===== config.mk =====
export PLATFORM = sky130hd
export DESIGN_NAME = dm_cache_ctrl
export DESIGN_NICKNAME = d
export VERILOG_FILES = /design/src/rtl/cache_def_pkg.sv /design/src/rtl/dm_cache_stats.sv /design/src/rtl/dm_cache_ctrl.sv
export SDC_FILE = /design/constraint.sdc
export NUM_CORES = 1
export LEC_CHECK = 0
export ABC_AREA = 0
export ABC_CLOCK_PERIOD_IN_PS = 4930
export BUFFER_PORTS_ARGS = -buffer_cell sky130_fd_sc_hd__buf_2
export CORE_AREA = 2 2 280 282
export CTS_BUF_LIST = sky130_fd_sc_hd__clkbuf_8
export CTS_CLUSTER_DIAMETER = 120
export DETAILED_ROUTE_END_ITERATION = 16
export DIE_AREA = 0 0 282 284
export PLACE_DENSITY = 0.33
export SLEW_MARGIN = 30
export SYNTH_ARGS = -nofsm -noshare
export SYNTH_HDL_FRONTEND = slang
export SYNTH_HIERARCHICAL = 1
export SYNTH_SLANG_ARGS = --single-unit

===== constraint.sdc =====
create_clock -name clk -period 4.93 [get_ports clk]
set_clock_uncertainty 0.05 [all_clocks]
set_input_delay 0.7395 -clock clk [delete_from_list [all_inputs] [get_ports clk]]
set_output_delay 0.7395 -clock clk [all_outputs]
set_load 0.02 [all_outputs]

===== src/rtl/cache_def_pkg.sv =====
// Shared constants, bus types and controller state type for the direct-mapped cache.
// Line geometry: 1024 lines x 128 bit, 32-bit CPU words, 32-bit byte addresses.
package cache_def_pkg;

    localparam int unsigned ADDR_W  = 32;
    localparam int unsigned INDEX_W = 10;
    localparam int unsigned OFFS_W  = 4;
    localparam int unsigned TAG_W   = ADDR_W - INDEX_W - OFFS_W;
    localparam int unsigned WORD_W  = 32;
    localparam int unsigned LINE_W  = 128;

    typedef logic [LINE_W-1:0] cache_data_type;

    typedef struct packed {
        logic             valid;
        logic             dirty;
        logic [TAG_W-1:0] tag;
    } cache_tag_type;

    typedef struct packed {
        logic [INDEX_W-1:0] index;
        logic               we;
    } cache_req_type;

    typedef struct packed {
        logic              rw;
        logic [ADDR_W-1:0] addr;
        logic [WORD_W-1:0] data;
    } cpu_req_type;

    typedef struct packed {
        logic              valid;
        logic              rw;
        logic [ADDR_W-1:0] addr;
        cache_data_type    data;
    } mem_req_type;

    typedef enum logic [1:0] {
        IDLE       = 2'd0,
        COMPARE    = 2'd1,
        WRITE_BACK = 2'd2,
        ALLOCATE   = 2'd3
    } ctrl_state_e;

    function automatic logic [ADDR_W-1:0] line_addr(input logic [TAG_W-1:0]   tag,
                                                    input logic [INDEX_W-1:0] index);
        return {tag, index, {OFFS_W{1'b0}}};
    endfunction

    // {w, 5'b0} is the bit offset of word w inside the 128-bit line.
    function automatic logic [WORD_W-1:0] get_word(input cache_data_type line,
                                                   input logic [1:0]     w);
        return line[{w, 5'b0} +: WORD_W];
    endfunction

    function automatic cache_data_type put_word(input cache_data_type    line,
                                                input logic [1:0]        w,
                                                input logic [WORD_W-1:0] data);
        cache_data_type l;
        l = line;
        l[{w, 5'b0} +: WORD_W] = data;
        return l;
    endfunction

endpackage


===== src/rtl/dm_cache_stats.sv =====
// Saturating hit / miss / write-back counters for dm_cache_ctrl (built only with CACHE_STATS_EN).
// The compare that follows a refill is a re-check of an already-counted miss, so it is skipped.
module dm_cache_stats
    import cache_def_pkg::*;
(
    input  logic        clk,
    input  logic        rst_n,
    input  logic        cmp_i,
    input  logic        hit_i,
    input  logic        victim_dirty_i,
    input  logic        refill_i,
    output logic [31:0] hits_o,
    output logic [31:0] misses_o,
    output logic [31:0] wbacks_o
);

    logic [31:0] hits_q, misses_q, wbacks_q;
    logic        recheck_q;

    always_ff @(posedge clk or negedge rst_n) begin
        if (!rst_n) begin
            hits_q    <= '0;
            misses_q  <= '0;
            wbacks_q  <= '0;
            recheck_q <= 1'b0;
        end else begin
            if (refill_i) begin
                recheck_q <= 1'b1;
            end else if (cmp_i) begin
                recheck_q <= 1'b0;
            end
            if (cmp_i && hit_i && !recheck_q && (hits_q != '1)) begin
                hits_q <= hits_q + 32'd1;
            end
            if (cmp_i && !hit_i && (misses_q != '1)) begin
                misses_q <= misses_q + 32'd1;
            end
            if (cmp_i && !hit_i && victim_dirty_i && (wbacks_q != '1)) begin
                wbacks_q <= wbacks_q + 32'd1;
            end
        end
    end

    assign hits_o   = hits_q;
    assign misses_o = misses_q;
    assign wbacks_o = wbacks_q;

endmodule


===== src/rtl/dm_cache_ctrl.sv =====
// Blocking controller for a 1024 x 128-bit direct-mapped, write-back, write-allocate cache.
// Define CACHE_STATS_EN to add stat_hits / stat_misses / stat_wbacks counter ports.
module dm_cache_ctrl
    import cache_def_pkg::*;
(
    input  logic                clk,
    input  logic                rst_n,
    input  logic                cpu_req_valid,
    output logic                cpu_req_ready,
    input  logic                cpu_req_rw,
    input  logic [ADDR_W-1:0]   cpu_req_addr,
    input  logic [WORD_W-1:0]   cpu_req_data,
    output logic                cpu_res_valid,
    output logic [WORD_W-1:0]   cpu_res_data,
    output cache_req_type       tag_req,
    output cache_tag_type       tag_write,
    input  cache_tag_type       tag_read,
    output cache_req_type       data_req,
    output cache_data_type      data_write,
    input  cache_data_type      data_read,
    output logic                mem_req_valid,
    output logic                mem_req_rw,
    output logic [ADDR_W-1:0]   mem_req_addr,
    output cache_data_type      mem_req_data,
    input  logic                mem_data_ready,
    input  cache_data_type      mem_data
`ifdef CACHE_STATS_EN
    ,
    output logic [31:0]         stat_hits,
    output logic [31:0]         stat_misses,
    output logic [31:0]         stat_wbacks
`endif
);

    ctrl_state_e        state_q, state_d;
    cpu_req_type        req_q, req_d;
    logic [TAG_W-1:0]   req_tag;
    logic [INDEX_W-1:0] req_index;
    logic [1:0]         req_word;
    logic               hit;
    logic               victim_dirty;
    mem_req_type        mem_c;
    logic               unused_addr_bits;

    assign req_tag          = req_q.addr[ADDR_W-1 -: TAG_W];
    assign req_index        = req_q.addr[OFFS_W +: INDEX_W];
    assign req_word         = req_q.addr[OFFS_W-1:2];
    assign unused_addr_bits = ^req_q.addr[1:0];

    assign hit          = tag_read.valid && (tag_read.tag == req_tag);
    assign victim_dirty = tag_read.valid && tag_read.dirty;

    always_ff @(posedge clk or negedge rst_n) begin
        if (!rst_n) begin
            state_q <= IDLE;
            req_q   <= '0;
        end else begin
            state_q <= state_d;
            req_q   <= req_d;
        end
    end

    // Both arrays are always addressed by the held request, so a refill lands on the
    // line that the following compare reads back.
    always_comb begin
        state_d        = state_q;
        req_d          = req_q;
        cpu_req_ready  = 1'b0;
        cpu_res_valid  = 1'b0;
        cpu_res_data   = '0;
        tag_req        = '0;
        tag_req.index  = req_index;
        tag_write      = '0;
        data_req       = '0;
        data_req.index = req_index;
        data_write     = '0;
        mem_c          = '0;

        case (state_q)
            IDLE: begin
                cpu_req_ready = rst_n;
                if (cpu_req_valid) begin
                    req_d   = '{rw: cpu_req_rw, addr: cpu_req_addr, data: cpu_req_data};
                    state_d = COMPARE;
                end
            end

            COMPARE: begin
                if (hit) begin
                    cpu_res_valid = 1'b1;
                    if (req_q.rw) begin
                        data_write   = put_word(data_read, req_word, req_q.data);
                        data_req.we  = 1'b1;
                        tag_write    = '{valid: 1'b1, dirty: 1'b1, tag: req_tag};
                        tag_req.we   = 1'b1;
                    end else begin
                        cpu_res_data = get_word(data_read, req_word);
                    end
                    state_d = IDLE;
                end else if (victim_dirty) begin
                    state_d = WRITE_BACK;
                end else begin
                    state_d = ALLOCATE;
                end
            end

            WRITE_BACK: begin
                mem_c = '{valid: 1'b1, rw: 1'b1,
                          addr: line_addr(tag_read.tag, req_index), data: data_read};
                if (mem_data_ready) begin
                    state_d = ALLOCATE;
                end
            end

            ALLOCATE: begin
                mem_c = '{valid: 1'b1, rw: 1'b0,
                          addr: line_addr(req_tag, req_index), data: '0};
                if (mem_data_ready) begin
                    data_write  = mem_data;
                    data_req.we = 1'b1;
                    tag_write   = '{valid: 1'b1, dirty: 1'b0, tag: req_tag};
                    tag_req.we  = 1'b1;
                    state_d     = COMPARE;
                end
            end

            default: state_d = IDLE;
        endcase
    end

    assign mem_req_valid = mem_c.valid;
    assign mem_req_rw    = mem_c.rw;
    assign mem_req_addr  = mem_c.addr;
    assign mem_req_data  = mem_c.data;

`ifdef CACHE_STATS_EN
    dm_cache_stats u_stats (
        .clk            (clk),
        .rst_n          (rst_n),
        .cmp_i          (state_q == COMPARE),
        .hit_i          (hit),
        .victim_dirty_i (victim_dirty),
        .refill_i       ((state_q == ALLOCATE) && mem_data_ready),
        .hits_o         (stat_hits),
        .misses_o       (stat_misses),
        .wbacks_o       (stat_wbacks)
    );
`endif

endmodule


==> key figures <==
Worst setup path
  – CP endpoint kind: output pin
  – CP Class: reg -> out
  – Max incr delay on CP: approximately 0.77 ns
  – CP max-delay cell: dfrtp_4
  – CP Data Arrival Time: about 3.7 ns
  – Critical Path RT: ~4.1 ns
  – Chain of cells forming the critical path: inv_1 -> ha_1 -> nor4bb_4 -> buf_4 -> a22o_1 -> nand4_1 -> o21ai_0 -> buf_2
  – Buf+Inv Stages, Crit Path: 3
  – CP Max Fanout: 23
  – Cell family with most CP delay: flip-flops
  – Startpoint types: flip-flop

Synth
  – Post-synth EDFFs: 0
  – Mapped Cells: 1,176
  – Post-synth ARST share: between 90% and 100%
  – Netlist cell types: 45
  – Mapped cell area: a little over 9000 um^2
  – Primary FF master, synth: dfrtp_1
  – Synth warn: 6
  – Mean post-synth cell area: between 7 and 8 um^2
  – Register area share after synthesis: roughly 17%
  – #FFs+latches synth: 65

Place
  – I/O Buffers: about 700
  – Post-Place Cells: between 2,000 and 3,000
  – RePlAce Congestion: 0.826
  – HPWL after DPL: about 68 mm
  – DP Area: 14,100 um^2

STA
  – Worst Tran Pin Value: around 0.84 ns
  – F_max: about 220 MHz
  – Final Hold Viols: 0
  – Final min period: approximately 4.5 ns
  – Unrepaired setup endpoints after global routing: false
  – Fin crit share: ~92%
  – Max Transition Viols Final: 0
  – Setup TNS: 0 ns
  – Final-report setup violation count: 0
  – Rel. slew slack: between 40% and 50%

Finish
  – Layout Nets: 2,124
  – Cell area after layout: ~14,000 um^2
  – Share of cells above drive strength 1: 52.1%
  – Fillers: slightly below 9,000
  – Area Overhead vs Synth: 52.6%
  – Non-filler cells, final: ~2,800
  – Most frequent cells in the layout: buf_2, nand2_1, o21ai_0
  – Commonest non-fill, non-tap cell in the layout: buf_2

Global route
  – GR Util met1: roughly a quarter
  – GR Util met3: between 4 and 5%
  – GR peak layer: met2
  – Pin count of the biggest net entering global routing: 150
  – Vias in the first global route: ~13,000
  – Gr ovfl total: 0
  – M2 GR Usage: a little over a third
  – GRT Overall Usage: 20.9%
  – First-pass GRT wire length: between 100 and 150 mm
  – Initial antenna violation count: 18

Floorplan
  – Io pins: roughly 710
  – Initial Utilization: 12.1%
  – Die X: 282 um
  – Rows: a little over 100
  – Die H: between 200 and 300 um
  – Area of the die: roughly 80,000 um^2
  – Core Area: a little under 80,000 um^2

Flow run
  – Max-Cap Viols: 0

Clock network
  – Reg clk slew, reported paths: 0.11 ns
  – H-tree depth: 3
  – Clk buf depth: 2
  – Cts repair resizes: 0
  – Root buffer cell: clkbuf_8
  – CTS Sinks: 65
  – CTS tree: built
  – CTS Buf Count: 9
  – Hold-fix buffers at CTS: 0
  – Clk Latency, worst-skew pair: ~0.44 ns
  – Setup bufs post-CTS: 0

Drt
  – Final wirelength: around 87 mm
  – Via density: between 4 and 5
  – DRC viols: 0
  – ANT nets after route: 0
  – Post-DR wirelength/cell: about 31 um
  – 1st-iter DRT viols: roughly 780
  – Vias: between 10,000 and 15,000
  – DR pass1 iterations: 5

Power
  – PwrDens: between 400 and 500 nW/um^2
  – Max VDD drop: about 0.27 mV
  – Leak Pwr: around 6.5 nW

Min path
  – Worst hold-check path type: in -> async

Outcome
  – Outcome: finished, final reports clean
## worst register-to-register path: cells and delay by family, from the launching register on
kind                     cells  cell delay [ns]
multiplexers                 1             0.36
buffers and inverters        2             0.53
AND/OR/NAND/NOR              1             0.42
flip-flops                   1             0.79
adder cells (fa/ha/maj)      1             0.32
## report_power, final
group          total (mW)  internal, mW  switching, mW
logic                5.05          1.83           3.22
clock network       0.580         0.238          0.343
registers            1.45         0.800          0.652
total                7.08          2.87           4.22
## path summary, 6_finish.rpt
kind                                        from  cells after the start  slack, ns              end
worst max-delay path                   req_q[34]                      8       0.40  data_write[115]
worst min-delay path                       rst_n                      1       0.13        req_q[46]
worst max register to register        state_q[1]                      5       2.36        req_q[11]
worst min register to register       data_req[7]                      1       0.51      data_req[7]
max in group asynchronous                  rst_n                      2       3.86        req_q[60]
min in group clk                cpu_req_data[27]                      2       0.47        req_q[27]
## cells in the mapped netlist (all sizes together), types with 32 or more instances
cell type / instances / area, um^2
a32o: 50 / 500
and2: 142 / 888
o21ai: 147 / 736
mux2: 63 / 709
clkbuf: 118 / 443
buf: 63 / 373
dfrtp: 65 / 1630
mux4: 32 / 721
nand4: 146 / 920
nand2: 152 / 571
nor4b: 32 / 455
a22o: 95 / 832
## registers in the layout (all words and copies together) (netlist names)
signal and flops:
state_q 2, req_q 53, data_req 10
## layer usage
layer,share of wire (%),vias up
li1,-,5603
met1,42,6487
met2,49,694
met3,7.5,58
met4,1.8,10
met5,0.065,-
## metrics by stage
step                utilization, %  power, mW  worst slack [ns]  hold slack (ns)
detailed placement            18.3       6.57             0.866            0.489
global placement              18.3       6.53             0.885            0.480
finish                        18.5       7.08             0.400            0.132
global route                  18.5       7.47             0.229            0.111
CTS                           18.5       7.21             0.329            0.108
floorplan                        -       4.19              1.06            0.394
## cell type report
class / instances / area (um^2) / share of cell area [%]
antenna: 3 / 7.51 / 0.0526
clock buffer: 9 / 124 / 0.868
clock inverter: 7 / 76.3 / 0.535
inverter: 10 / 37.5 / 0.263
multi-input combinational: 923 / 7010 / 49.1
sequential: 65 / 1630 / 11.5
tap: 1040 / 1300 / 9.12
timing repair buffer: 761 / 4080 / 28.6
## kinds of logic after synthesis
| logic type | Yosys count | synth area share, % |
|---|---|---|
| AO/OA/AOI/OAI | 302 | 22.9 |
| multiplexers | 95 | 15.3 |
| adder cells (fa/ha/maj) | 9 | 1.20 |
| flip-flops | 65 | 17.4 |
| AND/OR/NAND/NOR | 495 | 32.3 |
| XOR/XNOR | 18 | 1.69 |
| buffers and inverters | 191 | 9.13 |
| other | 1 | 0.0401 |
No activity file was read; power rests on OpenSTA's default activity.
